==> config.mk <==
export PLATFORM = sky130hd
export DESIGN_NAME = idex_skid_reg_flat
export DESIGN_NICKNAME = d
export VERILOG_FILES = /design/src/rtl/idex_skid_reg_pkg.sv /design/src/rtl/idex_skid_reg_if.sv /design/src/rtl/idex_skid_reg_pipe_slot.sv /design/src/rtl/idex_skid_reg.sv /design/src/flat_wrapper.sv
export SDC_FILE = /design/constraint.sdc
export NUM_CORES = 1
export LEC_CHECK = 0
export ABC_AREA = 1
export BUFFER_PORTS_ARGS = -buffer_cell sky130_fd_sc_hd__buf_2
export CAP_MARGIN = 5
export CELL_PAD_IN_SITES_DETAIL_PLACEMENT = 1
export CELL_PAD_IN_SITES_GLOBAL_PLACEMENT = 1
export CORE_MARGIN = 5
export CORE_UTILIZATION = 41
export CTS_CLUSTER_DIAMETER = 200
export CTS_CLUSTER_SIZE = 16
export DETAILED_ROUTE_END_ITERATION = 16
export MAX_ROUTING_LAYER = met4
export PLACE_DENSITY = 0.78
export RECOVER_POWER = 50
export SLEW_MARGIN = 30
export SYNTH_ARGS = -nofsm -noshare
export SYNTH_HDL_FRONTEND = slang
export SYNTH_SLANG_ARGS = --single-unit
==> constraint.sdc <==
create_clock -name clk -period 1.9 [get_ports clk]
set_input_delay 0.095 -clock clk [delete_from_list [all_inputs] [get_ports clk]]
set_output_delay 0.095 -clock clk [all_outputs]
set_load 0.05 [all_outputs]
==> src/rtl/idex_skid_reg_pkg.sv <==
// Shared widths, control-bit indices and state encoding for the ID/EX skid register.
package idex_skid_reg_pkg;

  localparam int unsigned DefDataW  = 32;
  localparam int unsigned DefRdW    = 6;
  localparam int unsigned DefAluOpW = 4;
  localparam int unsigned DefCtrlW  = 9;
  localparam int unsigned DefCntW   = 16;

  localparam int unsigned CTRL_REG_WRITE  = 0;
  localparam int unsigned CTRL_BRANCH_Z   = 1;
  localparam int unsigned CTRL_BRANCH_NEG = 2;
  localparam int unsigned CTRL_MEMTOREG   = 3;
  localparam int unsigned CTRL_PCTOREG    = 4;
  localparam int unsigned CTRL_MEM_R      = 5;
  localparam int unsigned CTRL_MEM_W      = 6;
  localparam int unsigned CTRL_JUMP       = 7;
  localparam int unsigned CTRL_JUMP_MEM   = 8;

  // Encoding is the valid pair {skid_valid, main_valid}; StIllegal must never be reached.
  typedef enum logic [1:0] {
    StEmpty   = 2'b00,
    StFull    = 2'b01,
    StIllegal = 2'b10,
    StSkid    = 2'b11
  } state_e;

  function automatic int unsigned payload_w(int unsigned dw, int unsigned rw, int unsigned aw,
                                            int unsigned cw);
    return 3 * dw + rw + aw + cw;
  endfunction

endpackage

==> src/rtl/idex_skid_reg_if.sv <==
// Valid/ready beat carrying the ID/EX payload and control bundle.
interface idex_skid_reg_if
  import idex_skid_reg_pkg::*;
#(
    parameter int unsigned DATA_W  = DefDataW,
    parameter int unsigned RD_W    = DefRdW,
    parameter int unsigned ALUOP_W = DefAluOpW,
    parameter int unsigned CTRL_W  = DefCtrlW
);
    logic               valid;
    logic               ready;
    logic [DATA_W-1:0]  rs;
    logic [DATA_W-1:0]  rt;
    logic [DATA_W-1:0]  addr;
    logic [RD_W-1:0]    rd;
    logic [ALUOP_W-1:0] alu_op;
    logic [CTRL_W-1:0]  ctrl;

    modport master (output valid, rs, rt, addr, rd, alu_op, ctrl, input ready);
    modport slave  (input valid, rs, rt, addr, rd, alu_op, ctrl, output ready);
endinterface

==> src/rtl/idex_skid_reg_pipe_slot.sv <==
// Width-parametrised payload register with load enable.
module idex_skid_reg_pipe_slot #(
    parameter int unsigned W = 8
) (
    input  logic         clk,
    input  logic         rst_n,
    input  logic         ld_i,
    input  logic [W-1:0] d_i,
    output logic [W-1:0] q_o
);
    logic [W-1:0] q_q;

    always_ff @(posedge clk or negedge rst_n) begin
        if (!rst_n) begin
            q_q <= '0;
        end else if (ld_i) begin
            q_q <= d_i;
        end
    end

    assign q_o = q_q;
endmodule

==> src/rtl/idex_skid_reg.sv <==
// ID/EX pipeline register: main slot plus one skid slot, flush, gated control, stall counter.
module idex_skid_reg
  import idex_skid_reg_pkg::*;
#(
    parameter int unsigned DATA_W  = DefDataW,
    parameter int unsigned RD_W    = DefRdW,
    parameter int unsigned ALUOP_W = DefAluOpW,
    parameter int unsigned CTRL_W  = DefCtrlW,
    parameter int unsigned CNT_W   = DefCntW
) (
    input  logic             clk,
    input  logic             rst_n,
    input  logic             flush_i,
    idex_skid_reg_if.slave   in_if,
    idex_skid_reg_if.master  out_if,
    output logic [CNT_W-1:0] stall_cnt_o
);
    localparam int unsigned PayW   = payload_w(DATA_W, RD_W, ALUOP_W, CTRL_W);
    localparam int unsigned OffAlu = CTRL_W;
    localparam int unsigned OffRd  = OffAlu + ALUOP_W;
    localparam int unsigned OffAdr = OffRd + RD_W;
    localparam int unsigned OffRt  = OffAdr + DATA_W;
    localparam int unsigned OffRs  = OffRt + DATA_W;

    state_e           state_q, state_d;
    logic [CNT_W-1:0] stall_q, stall_d;
    logic [PayW-1:0]  in_pay, main_pay, skid_pay, main_src;
    logic             main_valid, skid_valid, acc_in, rel_out;
    logic             main_ld, skid_ld, main_from_skid;

    assign main_valid = state_q[0];
    assign skid_valid = state_q[1];
    // in_ready comes straight from the skid flop, so it never depends on out_ready.
    assign in_if.ready = !skid_valid;
    assign acc_in  = in_if.valid && !skid_valid;
    assign rel_out = main_valid && out_if.ready;

    assign in_pay   = {in_if.rs, in_if.rt, in_if.addr, in_if.rd, in_if.alu_op, in_if.ctrl};
    assign main_src = main_from_skid ? skid_pay : in_pay;

    always_comb begin
        state_d        = state_q;
        main_ld        = 1'b0;
        skid_ld        = 1'b0;
        main_from_skid = 1'b0;
        case (state_q)
            StEmpty: begin
                if (acc_in) begin
                    main_ld = 1'b1;
                    state_d = StFull;
                end
            end
            StFull: begin
                if (rel_out && acc_in) begin
                    main_ld = 1'b1;
                end else if (rel_out) begin
                    state_d = StEmpty;
                end else if (acc_in) begin
                    skid_ld = 1'b1;
                    state_d = StSkid;
                end
            end
            StSkid: begin
                if (rel_out) begin
                    main_ld        = 1'b1;
                    main_from_skid = 1'b1;
                    state_d        = StFull;
                end
            end
            default: state_d = StEmpty;
        endcase
        if (flush_i) begin
            state_d = StEmpty;
        end
    end

    always_comb begin
        stall_d = stall_q;
        if (main_valid && !out_if.ready && (stall_q != {CNT_W{1'b1}})) begin
            stall_d = stall_q + 1'b1;
        end
    end

    always_ff @(posedge clk or negedge rst_n) begin
        if (!rst_n) begin
            state_q <= StEmpty;
            stall_q <= '0;
        end else begin
            state_q <= state_d;
            stall_q <= stall_d;
        end
    end

    idex_skid_reg_pipe_slot #(.W(PayW)) u_main (
        .clk   (clk),
        .rst_n (rst_n),
        .ld_i  (main_ld),
        .d_i   (main_src),
        .q_o   (main_pay)
    );

    idex_skid_reg_pipe_slot #(.W(PayW)) u_skid (
        .clk   (clk),
        .rst_n (rst_n),
        .ld_i  (skid_ld),
        .d_i   (in_pay),
        .q_o   (skid_pay)
    );

    assign out_if.valid  = main_valid;
    assign out_if.rs     = main_pay[OffRs +: DATA_W];
    assign out_if.rt     = main_pay[OffRt +: DATA_W];
    assign out_if.addr   = main_pay[OffAdr +: DATA_W];
    assign out_if.rd     = main_pay[OffRd +: RD_W];
    assign out_if.alu_op = main_pay[OffAlu +: ALUOP_W];
    // A bubble must never carry live control.
    assign out_if.ctrl   = main_valid ? main_pay[CTRL_W-1:0] : '0;
    assign stall_cnt_o   = stall_q;
endmodule

==> src/flat_wrapper.sv <==
// flat-port wrapper written by rule: the top's interface ports become plain ports
module idex_skid_reg_flat import idex_skid_reg_pkg::*;
#(
    parameter int unsigned DATA_W  = DefDataW,
    parameter int unsigned RD_W    = DefRdW,
    parameter int unsigned ALUOP_W = DefAluOpW,
    parameter int unsigned CTRL_W  = DefCtrlW,
    parameter int unsigned CNT_W   = DefCntW
)
  (clk, rst_n, flush_i, stall_cnt_o, in_if_valid, in_if_rs, in_if_rt, in_if_addr, in_if_rd, in_if_alu_op, in_if_ctrl, in_if_ready, out_if_valid, out_if_rs, out_if_rt, out_if_addr, out_if_rd, out_if_alu_op, out_if_ctrl, out_if_ready);
  idex_skid_reg_if #(.DATA_W(DATA_W), .RD_W(RD_W), .ALUOP_W(ALUOP_W), .CTRL_W(CTRL_W)) in_if_i ();
  idex_skid_reg_if #(.DATA_W(DATA_W), .RD_W(RD_W), .ALUOP_W(ALUOP_W), .CTRL_W(CTRL_W)) out_if_i ();
  input  logic clk;
  input  logic rst_n;
  input  logic flush_i;
  output logic [CNT_W-1:0] stall_cnt_o;
  input wire logic [$bits(in_if_i.valid)-1:0] in_if_valid;
  input wire logic [$bits(in_if_i.rs)-1:0] in_if_rs;
  input wire logic [$bits(in_if_i.rt)-1:0] in_if_rt;
  input wire logic [$bits(in_if_i.addr)-1:0] in_if_addr;
  input wire logic [$bits(in_if_i.rd)-1:0] in_if_rd;
  input wire logic [$bits(in_if_i.alu_op)-1:0] in_if_alu_op;
  input wire logic [$bits(in_if_i.ctrl)-1:0] in_if_ctrl;
  output wire logic [$bits(in_if_i.ready)-1:0] in_if_ready;
  output wire logic [$bits(out_if_i.valid)-1:0] out_if_valid;
  output wire logic [$bits(out_if_i.rs)-1:0] out_if_rs;
  output wire logic [$bits(out_if_i.rt)-1:0] out_if_rt;
  output wire logic [$bits(out_if_i.addr)-1:0] out_if_addr;
  output wire logic [$bits(out_if_i.rd)-1:0] out_if_rd;
  output wire logic [$bits(out_if_i.alu_op)-1:0] out_if_alu_op;
  output wire logic [$bits(out_if_i.ctrl)-1:0] out_if_ctrl;
  input wire logic [$bits(out_if_i.ready)-1:0] out_if_ready;
  assign in_if_i.valid = in_if_valid;
  assign in_if_i.rs = in_if_rs;
  assign in_if_i.rt = in_if_rt;
  assign in_if_i.addr = in_if_addr;
  assign in_if_i.rd = in_if_rd;
  assign in_if_i.alu_op = in_if_alu_op;
  assign in_if_i.ctrl = in_if_ctrl;
  assign in_if_ready = in_if_i.ready;
  assign out_if_valid = out_if_i.valid;
  assign out_if_rs = out_if_i.rs;
  assign out_if_rt = out_if_i.rt;
  assign out_if_addr = out_if_i.addr;
  assign out_if_rd = out_if_i.rd;
  assign out_if_alu_op = out_if_i.alu_op;
  assign out_if_ctrl = out_if_i.ctrl;
  assign out_if_i.ready = out_if_ready;
  idex_skid_reg #(.DATA_W(DATA_W), .RD_W(RD_W), .ALUOP_W(ALUOP_W), .CTRL_W(CTRL_W), .CNT_W(CNT_W)) u_core (.clk(clk), .rst_n(rst_n), .flush_i(flush_i), .in_if(in_if_i), .out_if(out_if_i), .stall_cnt_o(stall_cnt_o));
endmodule
[Word level (Yosys, flattened, before mapping)]
Cells that the tools add are included.
Storage, ports and cells
  flip-flop bits (word level): 248
  bits of input ports: 120
  output and inout port bits: 133
  word-level logic and storage cells: 38
Operators by class
  add/sub/neg operators: 1
  equality and inequality tests: 7
  mux-type cells: 17
  reduce and logical (&&, ||, !) cells: 9
Operator list (number)
  115-bit two-way mux: 1
  16-bit by 1-bit adder with 16-bit output (second input constant): 1
  16-bit inequality test (second input constant): 1
  2-bit two-way mux: 6
  9-bit two-way mux: 1
  1-bit two-way mux: 7
  3-bit by 2-bit inequality test with 1-bit output (second input constant): 2
  2-bit case mux with 3 select lines: 1
  1-bit logical AND: 5
  4-bit by 2-bit inequality test with 1-bit output (second input constant): 1
  4-bit AND reduction: 1
  3-bit inequality test (second input constant): 1
  1-bit case mux with 3 select lines: 1
  2-bit by 1-bit equality test with 1-bit output (second input constant): 1
  2-bit equality test (second input constant): 1
  1-bit logical NOT: 2
  2-bit logical NOT: 1

[Logic depth before layout (Yosys ltp)]
Gate-level depths: netlist of run 1.
  depth after elaboration: 7
  mapped depth: 10
  gate-level depth less buffers: 9

[Modules after synthesis]
A second synthesis of run 1 with hierarchy kept.
Unflattened totals
  cell total of the unflattened synthesis: 1299
  area total of the unflattened synthesis: 11533.6 µm²
Modules (own cells, without submodules)
  idex_skid_reg_pipe_slot: instances 2, cells an instance 486, area an instance 4352.9 µm², sequential area each 2877.8 µm²
  idex_skid_reg: instances 1, cells an instance 327, area an instance 2827.7 µm², sequential area each 450.4 µm²

[Least setup slack after synthesis of run 1]
Ideal clock, no wire load.
  path kind: register to register
  start point: register u_core.state_q[1]
  end point: register u_core.u_skid.q_q[0] (netlist: u_core.u_skid.q_o[0])
  setup time: 0.125 ns
  arrival time: 1.874 ns
  required time: 1.775 ns
  slack: -0.099 ns
  stages on the path, launching flop included: 7
  buffers on the path: 1
  period minus slack after synthesis: 1.999 ns
  cells stage by stage: dfrtp_1 -> inv_1 -> ha_1 -> nand2_1 -> nor2_4 -> buf_4 -> mux2_2
Between the ends
  cells in the longest elaborated chain, start to end: 6
  elaborated cells between the ends (all ways): 8
  classes of those cells: eq/ne: 1; mux: 4; reduce/logical: 3
RTL lines
  start: declaration: line idex_skid_reg.sv:25  | state_e state_q, state_d;
  start signal: assignment: line idex_skid_reg.sv:86  | state_q <= StEmpty;
  start signal: assignment: line idex_skid_reg.sv:89  | state_q <= state_d;
  1-bit logical NOT *
  via in_if_ready: line flat_wrapper.sv:24  | output wire logic [$bits(in_if_i.ready)-1:0] in_if_ready;
  1-bit logical AND *: line idex_skid_reg.sv:35  | assign acc_in = in_if.valid && !skid_valid;
  1-bit two-way mux: line idex_skid_reg.sv:58  | end else if (acc_in) begin
  1-bit two-way mux: line idex_skid_reg.sv:56  | end else if (rel_out) begin
  1-bit two-way mux *: line idex_skid_reg.sv:54  | if (rel_out && acc_in) begin
  1-bit two-way mux *: line idex_skid_reg.sv:46  | case (state_q)
  end signal: assignment: line idex_skid_reg_pipe_slot.sv:17  | q_q <= d_i;
  end: declaration: line idex_skid_reg_pipe_slot.sv:11  | logic [W-1:0] q_q;
Mark *: on every way through the listed nets, which the timed path passes. The rest lies on a longest branch.
A chain may end at the register's enable or synchronous reset.

[Worst setup path in the final report of run 1]
  start point: register u_core.state_q[1]
  end point: register u_core.u_skid.q_q[55] (netlist: u_core.u_skid.q_o[55])
Between the ends
  cells in the longest elaborated chain, start to end: 6
  elaborated cells between the ends (all ways): 8
  classes of those cells: eq/ne: 1; mux: 4; reduce/logical: 3
RTL lines (line)
  1-bit logical NOT: idex_skid_reg.sv:35
  1-bit logical AND: idex_skid_reg.sv:35
  1-bit two-way mux: idex_skid_reg.sv:58
  1-bit two-way mux: idex_skid_reg.sv:56
  1-bit two-way mux: idex_skid_reg.sv:54
  1-bit two-way mux *: idex_skid_reg.sv:46
Mark *: on every way between the ends. The rest lies on a longest branch, timed or not.

==> metrics.txt, run 1 <==
DR pass1 iterations 5; total CTS buffers 19; Syn Std Cell Area 11820 sq um; Nets 1708; final core occ 53.03%; final setup fails 0; routed length per instance 19.77 um; gr usage total 22.48%; initial core utilization 41.40%; pwr dens 1688 nW/um^2; commonest non-fill, non-tap cell in the layout nand2_1; vias per inst 5.111; CTS tree built; Final Hold Vio Count 0; DR iter-0 viols 573; Die ar. 32320 sq um; most frequent cells in the layout 304 x nand2_1, 246 x dfrtp_1, 186 x buf_2, 179 x o21ai_0, 117 x dlygate4sd3_1; CP startpoint kind register; register bit total from synthesis 248; slowest stage delay, CP 0.45 ns; Core ar. 28550 sq um; Chip Height 179.8 um; Max Transition Viols Final 0; Synth Instances 1294; io pins 253; worst hold path class input port to register; Worst Tran Pin Value 1.181 ns; Worst path top cell family by delay buffers and inverters; CP Cell Sequence clkinvlp_4 -> ha_4 -> nand2_1 -> nor2_4 -> buf_4 -> clkbuf_16 -> mux2_2; TritonCTS Sinks 248; post-synth cell types 26; Syn Area/Cell 9.134 sq um; status finished clean; Leak 7.092 nW; CTS clk-pin slew, worst paths 0.08 ns; min cycle time layout 1.885 ns; crit path kind register to register; final RePlAce weighted congestion 0.7932; Worst Path Max Fanout 18; VDD IR max 1073 uV; total gr overflow 0; Synth Warn # 0; initial antenna violation count 7; Max-cap violations 0; htree depth 1; clk_lat worst skew 0.50 ns; first-pass GRT wire length 58880 um; Die X 179.8 um; Worst setup EP type register; row count 62; Syn Nets 1419; Root Driver clkbuf_16; routed wire length 39020 um; area delta synth->final 28.09%; Fin Hold WS 0.07977 ns; Worst Path Arrival 2.26 ns; clock skew 0.01964 ns; CP bufs+invs 3; vias in the first global route 10928; FILL cells 3335; largest net degree at the start of global routing 82; Setup Slack @ Placement -0.04958 ns; fraction of layout cells with a size suffix above 1 26.47%; Tcrit/Tclk final 99.20%; slowest CP cell dfrtp_2; DRT antenna net count 0; Max Freq 530.6 MHz; maximum buffer depth of the clock tree 3; drt drc 0; Buffers on Ports 252; Detail Placement HPWL 22110 um; Max-slew headroom 21.29%; Req. time, crit path 2.28 ns; setup ws final 0.01523 ns; sequential-to-total area share from yosys stat 52.51%; DR vias 10089
## registers in the layout, summed over array words and instances, names as in the netlist
register / cells
u_core.state_q: 2
u_core.stall_cnt_o: 16
u_core.u_skid.q_o: 115
u_core.u_main.q_o: 115
## worst reg2reg max path, stage by stage, from the launching register on
cell,delay [ns]
dfrtp_2,0.45
clkinvlp_4,0.16
ha_4,0.18
nand2_1,0.11
nor2_4,0.16
buf_4,0.15
clkbuf_16,0.20
mux2_2,0.37
## synthesized netlist by cell type, drive strengths merged
cell type,number,area (sq um)
or2,61,381.6
nor2,21,102.6
and2,1,6.260
ha,5,62.56
nand4,8,50.05
clkbuf,23,86.33
o21ai,294,1471
xnor2,1,8.760
buf,153,1131
nor3,1,5.000
mux2,60,675.7
dfrtp,248,6206
nand2,307,1160
xor2,5,43.79
inv,88,330.3
nand3b,1,7.510
a21oi,1,5.000
nand3,16,85.08
## what timing repair did
item | 4_1_cts | 5_1_grt
gates cloned | 1 | 13
endpoints found under the setup margin | 24 | 203
hold buffers | 117 | 0
pin swaps | 0 | 3
endpoints found under the hold margin | 437 | 0
buffers inserted | 1 | 10
resized for setup | 5 | 21
## path summary, 6_finish.rpt
path / from / to / slack [ns] / cells past startpoint
worst max register to register: u_core.state_q[1] / u_core.u_skid.q_o[55] / 0.02 / 7
worst max-delay path: u_core.state_q[1] / u_core.u_skid.q_o[55] / 0.02 / 7
worst min-delay path: in_if_valid / u_core.state_q[0] / 0.08 / 5
min in group asynchronous: rst_n / u_core.u_main.q_o[44] / 0.38 / 2
max in group asynchronous: rst_n / u_core.u_skid.q_o[22] / 0.28 / 3
worst min register to register: u_core.u_main.q_o[63] / u_core.u_main.q_o[63] / 0.49 / 2
## report_power, final
part	switching (mW)	internal, mW	total (mW)
clock	1.87	1.80	3.66
combinational	8.85	3.89	12.7
sequential	1.32	7.81	9.14
## final cells by class
class | count | area (sq um) | area share, %
inverter | 88 | 334.1 | 2.207
clock inverter | 1 | 8.758 | 0.05786
tap | 384 | 480.5 | 3.174
sequential | 248 | 6208 | 41.01
multi-input combinational | 782 | 4134 | 27.31
timing repair buffer | 444 | 3476 | 22.96
clock buffer | 20 | 479.2 | 3.166
antenna | 7 | 17.52 | 0.1157
## metrics by stage
step / cells / cell area (sq um) / setup TNS (ns) / total power [mW]
6_report: 1974 / 15140 / 0 / 25.55
2_1_floorplan: 1294 / 11820 / 0 / 18.89
4_1_cts: 1945 / 14700 / -0.005447 / 24.66
3_5_place_dp: 1805 / 12980 / -0.2926 / 20.58
5_1_grt: 1974 / 15140 / -0.5914 / 26.99
3_3_place_gp: 1805 / 12980 / -2.331 / 20.09
## per-layer routing
layer  wire length (um)  part of all wire, %  vias to the layer above  global-route usage, %
li1                   -                    -                     4661                      -
met1              16030                   41                     5119                  26.37
met2              20520                   53                      232                  40.49
met3               1189                  3.0                       77                  2.425
met4               1282                  3.3                        0                  7.254
met5                  0                    0                        -                      -
## cell families after synthesis
logic type	share of synthesized area, %
AND/OR/NAND/NOR	15.21
AO/OA/AOI/OAI	12.49
buffers and inverters	13.10
flip-flops	52.51
multiplexers	5.717
XOR/XNOR	0.4446
adder cells (fa/ha/maj)	0.5293
Power figures use the tool's default switching activity.
==> run 2, diff against run 1 <==
--- a/config.mk
+++ b/config.mk
@@ -6,15 +6,16 @@
 export NUM_CORES = 1
 export LEC_CHECK = 0
 export ABC_AREA = 1
-export BUFFER_PORTS_ARGS = -buffer_cell sky130_fd_sc_hd__buf_2
 export CAP_MARGIN = 5
 export CELL_PAD_IN_SITES_DETAIL_PLACEMENT = 1
 export CELL_PAD_IN_SITES_GLOBAL_PLACEMENT = 1
 export CORE_MARGIN = 5
-export CORE_UTILIZATION = 41
+export CORE_UTILIZATION = 48
 export CTS_CLUSTER_DIAMETER = 200
 export CTS_CLUSTER_SIZE = 16
 export DETAILED_ROUTE_END_ITERATION = 16
+export DONT_BUFFER_PORTS = 1
+export GPL_ROUTABILITY_DRIVEN = 0
 export MAX_ROUTING_LAYER = met4
 export PLACE_DENSITY = 0.78
 export RECOVER_POWER = 50
==> metrics.txt, run 2 (same netlist as run 1, synthesis figures left out) <==
Placed Area 11480 sq um; final core occ 55.84%; Worst Tran Pin Value 0.7916 ns; fin cells 1642; clk_lat worst skew 0.50 ns; row count 57; clock skew 0.02116 ns; routed wire length 32880 um; status complete, but fails checks; largest net degree at the start of global routing 249; Max-slew headroom 47.23%; slowest CP cell dfrtp_1; Worst setup EP type register; Worst path top cell family by delay buffers and inverters; Leak 6.076 nW; Tcrit/Tclk final 101.6%; min cycle time layout 1.930 ns; fraction of layout cells with a size suffix above 1 15.97%; Fin Hold WS -0.7101 ns; slowest stage delay, CP 0.44 ns; Final Hold Vio Count 248; Die ar. 27860 sq um; Worst Path Arrival 2.30 ns; DR vias 8829; pwr dens 1750 nW/um^2; gr usage total 22.31%; area delta synth->final 14.56%; commonest non-fill, non-tap cell in the layout nand2_1; TritonCTS Sinks 248; dpl cells 1481; io pins 253; Max-cap violations 0; Core ar. 24250 sq um; htree depth 1; routed length per instance 20.02 um; Max Freq 518.1 MHz; final setup fails 10; CP Cell Sequence clkinvlp_4 -> ha_2 -> nand2_1 -> nor2_4 -> buf_6 -> buf_12 -> mux2_2; initial core utilization 48.74%; Worst Path Max Fanout 9; first-pass GRT wire length 50490 um; total power 23.69 mW; Reg2Reg Depth 7; Setup TNS -0.09688 ns; DR pass1 iterations 5; CP startpoint kind register; Nets 1440; Buffers on Ports 0; FILL cells 2726; setup ws final -0.02998 ns; worst reg2reg path endpoint u_core.u_skid.q_o[38]; Setup Slack @ Placement 0.04174 ns; violated checks hold timing, setup timing; vias in the first global route 9246; r2r startpoint u_core.state_q[1]; slack of the worst reg-to-reg path -0.03 ns; Crit. path cell count 7; crit path kind register to register; DRT antenna net count 0; Chip Height 166.9 um; maximum buffer depth of the clock tree 3; vias per inst 5.377; VDD IR max 1321 uV; Req. time, crit path 2.27 ns; RSZ-0062 raised after global routing yes; Die X 166.9 um; CP bufs+invs 3; worst hold path class input port to asynchronous set/reset pin; CTS tree built; total gr overflow 0; CTS clk-pin slew, worst paths 0.08 ns; DR iter-0 viols 500; most frequent cells in the layout 304 x nand2_1, 247 x dfrtp_1, 179 x o21ai_0, 118 x dlygate4sd3_1, 114 x o21ai_1; Max Transition Viols Final 0; total CTS buffers 19; initial antenna violation count 3; CTS Hold Buffers Added 118; Root Driver clkbuf_16; Detail Placement HPWL 18480 um; cell area after layout 13540 sq um; drt drc 0
==> run 2: cell count changes in the layout (fill, tap and decap cells not counted), sizes merged <==
cell,before,now
buf,246,47
clkbuf,101,30
diode,7,3
dlygate4sd3,117,118
nand2,307,308
==> run 2: power breakdown <==
part,switching (mW),internal [mW],total (mW)
clock,1.84,1.79,3.64
combinational,3.95,2.85,6.81
sequential,5.52,7.73,13.3
total,11.3,12.4,23.7
==> run 2: what timing repair did <==
item / 4_1_cts / 5_1_grt
cloned: 0 / 10
endpoints found under the setup margin: 1 / 199
hold endpoints to repair: 482 / 248
gates resized for setup: 1 / 20
setup buffers: 0 / 9
pin swaps: 0 / 2
==> run 2: routing by layer <==
layer	up-vias	wire length (um)	track usage [%]
met5	-	0	-
met4	0	1003	6.297
met3	68	1673	4.432
met2	228	16700	37.69
met1	4436	13500	27.40
li1	4097	-	-
==> run 2: layout make-up <==
class	instances	area [sq um]	share of cell area [%]
timing repair buffer	175	1988	14.68
multi-input combinational	783	4109	30.35
clock buffer	20	479.2	3.539
sequential	248	6207	45.85
inverter	88	334.1	2.467
clock inverter	1	8.758	0.06469
antenna	3	7.507	0.05545
tap	324	405.4	2.994
==> run 2: worst max-delay path by stage <==
stage                            from                    end  slack [ns]
floorplan           u_core.state_q[1]   u_core.u_skid.q_o[0]        0.07
global placement    u_core.state_q[1]  u_core.u_skid.q_o[22]        0.12
detailed placement  u_core.state_q[0]  u_core.u_main.q_o[62]        0.04
CTS                 u_core.state_q[0]  u_core.u_main.q_o[92]       0.002
global route        u_core.state_q[1]  u_core.u_skid.q_o[38]       -0.09
finish              u_core.state_q[1]  u_core.u_skid.q_o[38]       -0.03
